File: src/rtl/ifm_in_fsm_if.sv
// Bundles the MAC receive side, both FIFO write ports and the frame counters.
// No storage or latency of its own; it only carries wires.
// FIFO flow control is carried by data_fifo_afull and info_fifo_full.
interface ifm_in_fsm_if;
    logic [63:0] rx_data;
    logic [7:0]  rx_data_valid;
    logic        rx_good_frame;
    logic        rx_bad_frame;
    logic [72:0] data_fifo_wdata;
    logic        data_fifo_wren;
    logic        data_fifo_afull;
    logic        info_fifo_wdata;
    logic        info_fifo_wren;
    logic        info_fifo_full;
    logic [31:0] stat_good_cnt;
    logic [31:0] stat_bad_cnt;
    logic [31:0] stat_drop_cnt;

    modport slave (
        input  rx_data, rx_data_valid, rx_good_frame, rx_bad_frame,
        input  data_fifo_afull, info_fifo_full,
        output data_fifo_wdata, data_fifo_wren, info_fifo_wdata, info_fifo_wren,
        output stat_good_cnt, stat_bad_cnt, stat_drop_cnt
    );

    modport master (
        output rx_data, rx_data_valid, rx_good_frame, rx_bad_frame,
        output data_fifo_afull, info_fifo_full,
        input  data_fifo_wdata, data_fifo_wren, info_fifo_wdata, info_fifo_wren,
        input  stat_good_cnt, stat_bad_cnt, stat_drop_cnt
    );
endinterface

File: src/rtl/ifm_in_fsm.sv
// Converts the MAC receive stream into data-FIFO words plus one good/bad word per frame.
// A beat reaches the data FIFO two cycles after it is sampled; a status pulse reaches the info FIFO one cycle later.
// FIFO space is checked only at SOF; a frame that starts without room is dropped whole.
module ifm_in_fsm #(
    parameter int C_MAX_BEATS = 1152
) (
    input  logic   rx_clk,
    input  logic   rx_reset_n,
    ifm_in_fsm_if.slave bus
);
    typedef enum logic [1:0] {IDLE, DATA, STATUS, DROP} state_t;

    localparam logic [15:0] MAX_BEATS = 16'(C_MAX_BEATS);

    state_t      state_q;
    logic [15:0] cnt_q;
    logic [63:0] hold_dat_q;
    logic [7:0]  hold_keep_q;
    logic        gap_seen_q;
    logic [72:0] dwdata_q;
    logic        dwren_q;
    logic        iwdata_q;
    logic        iwren_q;
    logic [31:0] good_cnt_q;
    logic [31:0] bad_cnt_q;
    logic [31:0] drop_cnt_q;

    logic beat, status, frame_ok, oversize, drop_exit, sof, info_we, info_v;

    // Decode this cycle's events. A status pulse coincident with the next
    // frame's first beat (from STATUS or when leaving DROP) also starts that frame.
    always_comb begin
        beat      = |bus.rx_data_valid;
        status    = bus.rx_good_frame | bus.rx_bad_frame;
        frame_ok  = bus.rx_good_frame & ~bus.rx_bad_frame;
        oversize  = (state_q == DATA) && beat && (cnt_q == MAX_BEATS);
        drop_exit = (state_q == DROP) && status && (!beat || gap_seen_q);
        sof       = beat && ((state_q == IDLE) || ((state_q == STATUS) && status) || drop_exit);
        info_we   = oversize || ((state_q == DATA) && !beat && status) ||
                    ((state_q == STATUS) && status);
        info_v    = oversize ? 1'b0 : frame_ok;
    end

    // Frame FSM with the hold register, registered FIFO writes and counters.
    always_ff @(posedge rx_clk) begin
        if (!rx_reset_n) begin
            state_q     <= IDLE;
            cnt_q       <= '0;
            hold_dat_q  <= '0;
            hold_keep_q <= '0;
            gap_seen_q  <= 1'b0;
            dwdata_q    <= '0;
            dwren_q     <= 1'b0;
            iwdata_q    <= 1'b0;
            iwren_q     <= 1'b0;
            good_cnt_q  <= '0;
            bad_cnt_q   <= '0;
            drop_cnt_q  <= '0;
        end else begin
            dwren_q <= 1'b0;
            iwren_q <= 1'b0;

            case (state_q)
                DATA: begin
                    dwren_q <= 1'b1;
                    if (beat) begin
                        if (oversize) begin
                            // Truncate: close the frame on the held word, discard the rest.
                            dwdata_q   <= {1'b1, hold_keep_q, hold_dat_q};
                            state_q    <= DROP;
                            gap_seen_q <= 1'b0;
                        end else begin
                            dwdata_q    <= {1'b0, hold_keep_q, hold_dat_q};
                            hold_dat_q  <= bus.rx_data;
                            hold_keep_q <= bus.rx_data_valid;
                            cnt_q       <= cnt_q + 16'd1;
                        end
                    end else begin
                        dwdata_q <= {1'b1, hold_keep_q, hold_dat_q};
                        state_q  <= status ? IDLE : STATUS;
                    end
                end
                STATUS: begin
                    if (status) state_q <= IDLE;
                end
                DROP: begin
                    if (!beat) gap_seen_q <= 1'b1;
                    if (drop_exit) state_q <= IDLE;
                end
                default: ;
            endcase

            if (info_we) begin
                iwren_q  <= 1'b1;
                iwdata_q <= info_v;
                if (info_v) begin
                    if (good_cnt_q != '1) good_cnt_q <= good_cnt_q + 32'd1;
                end else begin
                    if (bad_cnt_q != '1) bad_cnt_q <= bad_cnt_q + 32'd1;
                end
            end

            if (sof) begin
                if (!bus.data_fifo_afull && !bus.info_fifo_full) begin
                    hold_dat_q  <= bus.rx_data;
                    hold_keep_q <= bus.rx_data_valid;
                    cnt_q       <= 16'd1;
                    state_q     <= DATA;
                end else begin
                    if (drop_cnt_q != '1) drop_cnt_q <= drop_cnt_q + 32'd1;
                    gap_seen_q <= 1'b0;
                    state_q    <= DROP;
                end
            end
        end
    end

    assign bus.data_fifo_wdata = dwdata_q;
    assign bus.data_fifo_wren  = dwren_q;
    assign bus.info_fifo_wdata = iwdata_q;
    assign bus.info_fifo_wren  = iwren_q;
    assign bus.stat_good_cnt   = good_cnt_q;
    assign bus.stat_bad_cnt    = bad_cnt_q;
    assign bus.stat_drop_cnt   = drop_cnt_q;
endmodule

File: src/flat_wrapper.sv
// flat-port wrapper written by rule: the top's interface ports become plain ports
module ifm_in_fsm_flat 
#(
    parameter int C_MAX_BEATS = 1152
)
  (rx_clk, rx_reset_n, bus_rx_data, bus_rx_data_valid, bus_rx_good_frame, bus_rx_bad_frame, bus_data_fifo_afull, bus_info_fifo_full, bus_data_fifo_wdata, bus_data_fifo_wren, bus_info_fifo_wdata, bus_info_fifo_wren, bus_stat_good_cnt, bus_stat_bad_cnt, bus_stat_drop_cnt);
  ifm_in_fsm_if bus_i ();
  input  logic rx_clk;
  input  logic rx_reset_n;
  input wire logic [$bits(bus_i.rx_data)-1:0] bus_rx_data;
  input wire logic [$bits(bus_i.rx_data_valid)-1:0] bus_rx_data_valid;
  input wire logic [$bits(bus_i.rx_good_frame)-1:0] bus_rx_good_frame;
  input wire logic [$bits(bus_i.rx_bad_frame)-1:0] bus_rx_bad_frame;
  input wire logic [$bits(bus_i.data_fifo_afull)-1:0] bus_data_fifo_afull;
  input wire logic [$bits(bus_i.info_fifo_full)-1:0] bus_info_fifo_full;
  output wire logic [$bits(bus_i.data_fifo_wdata)-1:0] bus_data_fifo_wdata;
  output wire logic [$bits(bus_i.data_fifo_wren)-1:0] bus_data_fifo_wren;
  output wire logic [$bits(bus_i.info_fifo_wdata)-1:0] bus_info_fifo_wdata;
  output wire logic [$bits(bus_i.info_fifo_wren)-1:0] bus_info_fifo_wren;
  output wire logic [$bits(bus_i.stat_good_cnt)-1:0] bus_stat_good_cnt;
  output wire logic [$bits(bus_i.stat_bad_cnt)-1:0] bus_stat_bad_cnt;
  output wire logic [$bits(bus_i.stat_drop_cnt)-1:0] bus_stat_drop_cnt;
  assign bus_i.rx_data = bus_rx_data;
  assign bus_i.rx_data_valid = bus_rx_data_valid;
  assign bus_i.rx_good_frame = bus_rx_good_frame;
  assign bus_i.rx_bad_frame = bus_rx_bad_frame;
  assign bus_i.data_fifo_afull = bus_data_fifo_afull;
  assign bus_i.info_fifo_full = bus_info_fifo_full;
  assign bus_data_fifo_wdata = bus_i.data_fifo_wdata;
  assign bus_data_fifo_wren = bus_i.data_fifo_wren;
  assign bus_info_fifo_wdata = bus_i.info_fifo_wdata;
  assign bus_info_fifo_wren = bus_i.info_fifo_wren;
  assign bus_stat_good_cnt = bus_i.stat_good_cnt;
  assign bus_stat_bad_cnt = bus_i.stat_bad_cnt;
  assign bus_stat_drop_cnt = bus_i.stat_drop_cnt;
  ifm_in_fsm #(.C_MAX_BEATS(C_MAX_BEATS)) u_core (.rx_clk(rx_clk), .rx_reset_n(rx_reset_n), .bus(bus_i));
endmodule
File: config.mk
export PLATFORM = sky130hd
export DESIGN_NAME = ifm_in_fsm_flat
export DESIGN_NICKNAME = d
export VERILOG_FILES = /design/src/rtl/ifm_in_fsm_if.sv /design/src/rtl/ifm_in_fsm.sv /design/src/flat_wrapper.sv
export SDC_FILE = /design/constraint.sdc
export NUM_CORES = 1
export LEC_CHECK = 0
export CORE_MARGIN = 10
export CORE_UTILIZATION = 45
export DETAILED_ROUTE_END_ITERATION = 8
export PLACE_DENSITY = 0.73
export SYNTH_ARGS = -nofsm -noshare
export SYNTH_HDL_FRONTEND = slang
export SYNTH_SLANG_ARGS = --single-unit
File: constraint.sdc
create_clock -name rx_clk -period 2.73 [get_ports rx_clk]
set_input_delay 0.546 -clock rx_clk [delete_from_list [all_inputs] [get_ports rx_clk]]
set_output_delay 0.546 -clock rx_clk [all_outputs]
set_load 0.005 [all_outputs]
==> implementation parameters <==
Parameter                              Value

Die
  Placement row count ... 56
  Area of the die ... 0.03066 mm²
  Number of ports placed on the die boundary ... 250
  Die Y-Extent ... 175.1 µm
  Initial Util ... 45.98%
  Placeable core area ... 0.02354 mm²
  Die Span X ... 175.1 µm

Setup path
  Critical Path, Cell by Cell ... clkdlybuf4s50_1 > nor4_2 > a31oi_1 > o2bb2ai_2 > nand3_2 > or4_1 > a21oi_1
  Arrival time of data at the critical path endpoint ... 2.97 ns
  Crit Path Class ... in2reg
  Critical path fanouts, max ... 12
  Launch point of the critical path ... bus_rx_data_valid[1]
  Gate family responsible for the most delay along the worst path ... simple AND/OR/NAND/NOR gates
  Slowest stage cell on the critical path ... sky130_fd_sc_hd__or4_1
  Crit path largest cell delay ... 0.53 ns
  Element type at the critical path end ... flop
  Reg-to-Reg Start ... u_core.state_q[0]$_SDFFE_PN0P_
  Critical path launch point type ... primary input
  Critical Path RT ... 3.20 ns
  Bufs and invs on worst path ... 1

Synthesis
  Post-synthesis cell type count ... 59
  Average size of a mapped cell ... 8.780 µm²
  Syn Inst Count ... 1233
  Adder and majority gate portion of the synthesized area ... 1.156%
  Number of warnings issued by yosys ... 0
  Area contributors post-synth ... sky130_fd_sc_hd__dfxtp_1, sky130_fd_sc_hd__mux2i_1, sky130_fd_sc_hd__nand2_1
  Synthesized-area fraction occupied by xor and xnor cells ... 6.392%
  Share of cell area taken by muxes after synthesis ... roughly 7%
  Share of synthesized area occupied by flip-flops and latches ... approximately half
  Compound-cell area share of the yosys netlist ... 8.195%
  Combined area of all synthesized cells ... 0.01083 mm²
  Post-synthesis share of cell area spent on and, or, nand and nor gates ... 25.77%
  EDFF count, synth ... 0
  Main combinational cell family by area after synthesis ... simple AND/OR/NAND/NOR gates
  Area leader, netlist ... sky130_fd_sc_hd__dfxtp_1
  Count of state elements after synthesis ... 263
  Fraction of post-synthesis cell area in the top cell type by area ... 48.64%
  Post-synthesis net count ... around 1300
  Dominant synthesized flop cell ... sky130_fd_sc_hd__dfxtp_1
  Fraction of registers with async set or reset after synthesis ... 0%

Timing
  Min Tclk post-route ... 2.508 ns
  Number of failing setup endpoints in the final timing report ... 0
  Upper clock frequency limit ... 398.7 MHz
  Worst slew margin relative to its limit ... roughly half
  Post-route fraction of the period consumed by the critical path ... 91.89%
  Final Slew Violations ... 0
  Unrepaired setup endpoints after global routing ... false
  Clock tree skew after final layout ... 0.01963 ns
  Final-report hold violation count ... 0
  Transition time at the pin with the least slew margin ... 0.7660 ns

Clocking
  Clk sink count ... 263
  TritonCTS clock tree ... built
  Largest buffer count on any clock path ... 3
  CTS Buf Count ... 28
  Root buffer selected by CTS ... sky130_fd_sc_hd__clkbuf_16
  Clock latency of the later-clocked register in the worst-skew pair ... between 0.5 and 0.6 ns
  Number of gates given a new drive strength after cts ... 0
  Number of buffers inserted to repair setup after CTS ... 0
  Clock-pin slew on the worst setup and hold paths ... 0.06 ns
  Number of buffers inserted for hold repair after clock tree synthesis ... 0
  CTS H-Tree Depth ... 1

Drt
  Routed vias/inst ... just over 5
  Iteration-0 DRC Markers ... 675
  First drt pass iteration count ... 5
  Post-detailed-route DRC marker count ... 0
  Average wire length per cell after detail routing ... 16.04 µm
  Vias post-DR ... 9525
  Number of nets with antenna violations after detailed routing ... 0
  Total Wirelength ... 29470 µm

Cells and area
  Fill cell count ... 2000
  Area used by multi-input combinational logic ... 0.005260 mm²
  Fin cells ... 1837
  Share of layout cells above drive strength 1 ... 7.971%
  Reg area ... 0.005265 mm²
  Count of inserted antenna diode cells ... 0
  Area growth from synthesis to layout ... 37.12%
  Net total in the final layout ... approximately 1600

Min path
  Worst min path class ... reg2reg
  Startpoint of the worst hold path ... u_core.hold_dat_q[46]$_SDFF_PN0_

Global routing
  GR met2 Demand/Resource ... 28.64%
  Number of antenna violations at the first check in global routing ... 0
  Met1 demand-to-capacity share in global routing ... between 20% and 30%
  Total overflow reported by the global router ... 0
  Vias in the first global route ... 9180
  Wire length of the first global-routing pass ... 47870 µm
  Most congested layer reported by global routing ... met2
  Global routing usage on met3 ... approximately 8.7%
  GRT Util Overall ... between 15 and 20%
  Maximum number of pins on one net before global-route repair ... 67

Power
  Pleak ... ~5.4 nW
  Total power after layout ... 10.68 mW
  Worst IR drop on VDD ... 0.6401 mV
  Cell area power density ... 719.6 mW/mm²

Job
  Max-Cap Viols ... 0

Placement
  Port bufs ... 249
  Placer congestion estimate ... 0.8254
  Number of instances in the placed design ... about 1800
  Detail Placement HPWL ... 21000 µm

Status
  Run status ... completed
## synth_stat cells (all sizes together), types with 15 or more instances
library cell	count
clkbuf	36
xor2	66
nor2	169
and4	16
nand4	44
dfxtp	263
or3	17
o21ai	20
nand3	60
nor4	15
nand2	184
and3	19
mux2i	74
a21oi	103
buf	29
## metal layers
| metal | share of wire [%] | vias up |
|---|---|---|
| li1 | - | 4766 |
| met4 | 1.3 | 0 |
| met2 | 44 | 299 |
| met1 | 44 | 4430 |
| met5 | 0 | - |
| met3 | 11 | 30 |
## worst register-to-register path, stage by stage, from the launching register on
cell                       delay, ns
sky130_fd_sc_hd__dfxtp_1        0.44
sky130_fd_sc_hd__ha_1           0.31
sky130_fd_sc_hd__a21o_1         0.20
sky130_fd_sc_hd__a21oi_4        0.07
sky130_fd_sc_hd__or2_1          0.29
sky130_fd_sc_hd__a21oi_4        0.54
sky130_fd_sc_hd__buf_12         0.23
sky130_fd_sc_hd__nor2_1         0.05
sky130_fd_sc_hd__a311oi_1       0.26
## cells in the final DEF, fill, tap and decap left out, types with 4 or more instances in the layout
cell type	netlist	final
sky130_fd_sc_hd__clkbuf_1	36	5
sky130_fd_sc_hd__clkdlybuf4s50_1	0	249
sky130_fd_sc_hd__nor4_2	4	4
sky130_fd_sc_hd__and4_1	16	16
sky130_fd_sc_hd__dfxtp_1	263	263
sky130_fd_sc_hd__a21oi_1	101	101
sky130_fd_sc_hd__and3_1	19	19
sky130_fd_sc_hd__nand2b_1	4	4
sky130_fd_sc_hd__nand3_1	57	57
sky130_fd_sc_hd__or3_1	17	17
sky130_fd_sc_hd__ha_1	10	9
sky130_fd_sc_hd__nand2_1	183	183
sky130_fd_sc_hd__nand4_1	41	41
sky130_fd_sc_hd__nor4_1	11	11
sky130_fd_sc_hd__buf_4	1	45
sky130_fd_sc_hd__nor2_1	169	169
sky130_fd_sc_hd__o31ai_1	10	10
sky130_fd_sc_hd__inv_1	14	13
sky130_fd_sc_hd__o21ai_0	18	18
sky130_fd_sc_hd__and2_1	11	11
sky130_fd_sc_hd__mux2i_1	74	74
sky130_fd_sc_hd__xor2_1	66	66
sky130_fd_sc_hd__nor3_1	11	11
sky130_fd_sc_hd__buf_12	0	6
sky130_fd_sc_hd__xnor2_1	13	13
sky130_fd_sc_hd__clkbuf_16	0	28
sky130_fd_sc_hd__clkinv_2	0	7
sky130_fd_sc_hd__or4_1	8	8
sky130_fd_sc_hd__clkbuf_8	0	6
## flip-flops by register name, summed over array words and instances (netlist names)
name,cells
u_core.bus.info_fifo_wdata,1
u_core.hold_dat_q,64
u_core.bus.stat_drop_cnt,32
u_core.bus.stat_bad_cnt,32
u_core.bus.data_fifo_wren,1
u_core.state_q,2
u_core.bus.stat_good_cnt,32
u_core.bus.data_fifo_wdata,73
u_core.cnt_q,16
u_core.bus.info_fifo_wren,1
u_core.hold_keep_q,8
u_core.gap_seen_q,1
## where the power goes
group	switching, mW	total (mW)	internal, mW
sequential	0.242	4.49	4.25
combinational	1.35	2.50	1.15
clock	1.54	3.69	2.15
## kinds of logic (layout without fill, tap and decap cells)
| logic type | after synthesis | in the layout |
|---|---|---|
| XOR/XNOR | 79 | 79 |
| flip-flops | 263 | 263 |
| AND/OR/NAND/NOR | 574 | 574 |
| buffers and inverters | 79 | 364 |
| adder cells (fa/ha/maj) | 10 | 10 |
| multiplexers | 74 | 74 |
| AO/OA/AOI/OAI | 154 | 154 |
## worst paths after layout
| kind | end | slack [ns] | cells past startpoint |
|---|---|---|---|
| worst max register to register | u_core.cnt_q[0]$_SDFF_PN0_ | 0.23 | 8 |
| worst min-delay path | u_core.hold_dat_q[46]$_SDFF_PN0_ | 0.45 | 2 |
| worst max-delay path | u_core.bus.stat_bad_cnt[27]$_SDFFE_PN0P_ | 0.22 | 7 |
| worst min register to register | u_core.hold_dat_q[46]$_SDFF_PN0_ | 0.45 | 2 |
## final cells by class
| cell class | count | share of cell area, % |
|---|---|---|
| sequential | 263 | 35.47 |
| multi-input combinational | 891 | 35.43 |
| timing repair buffer | 300 | 19.88 |
| clock buffer | 39 | 5.403 |
| tap | 319 | 2.689 |
| clock inverter | 11 | 0.7417 |
| inverter | 14 | 0.3877 |
## through the flow
| step | hold WS (ns) | utilization, % | setup TNS, ns | instance area (µm²) | setup slack, ns |
|---|---|---|---|---|---|
| after floorplan | 0.4360 | - | 0 | 10830 | 0.6207 |
| after global placement | 0.4423 | 59.18 | -4.243 | 13930 | -0.2382 |
| after detailed placement | 0.4472 | 59.18 | -8.500 | 13930 | -0.2849 |
| after CTS | 0.4556 | 63.05 | 0 | 14840 | 0.2180 |
| after global routing | 0.4712 | 63.05 | 0 | 14840 | 0.04417 |
| final | 0.4539 | 63.05 | 0 | 14840 | 0.2215 |
Power figures use the tool's default switching activity.
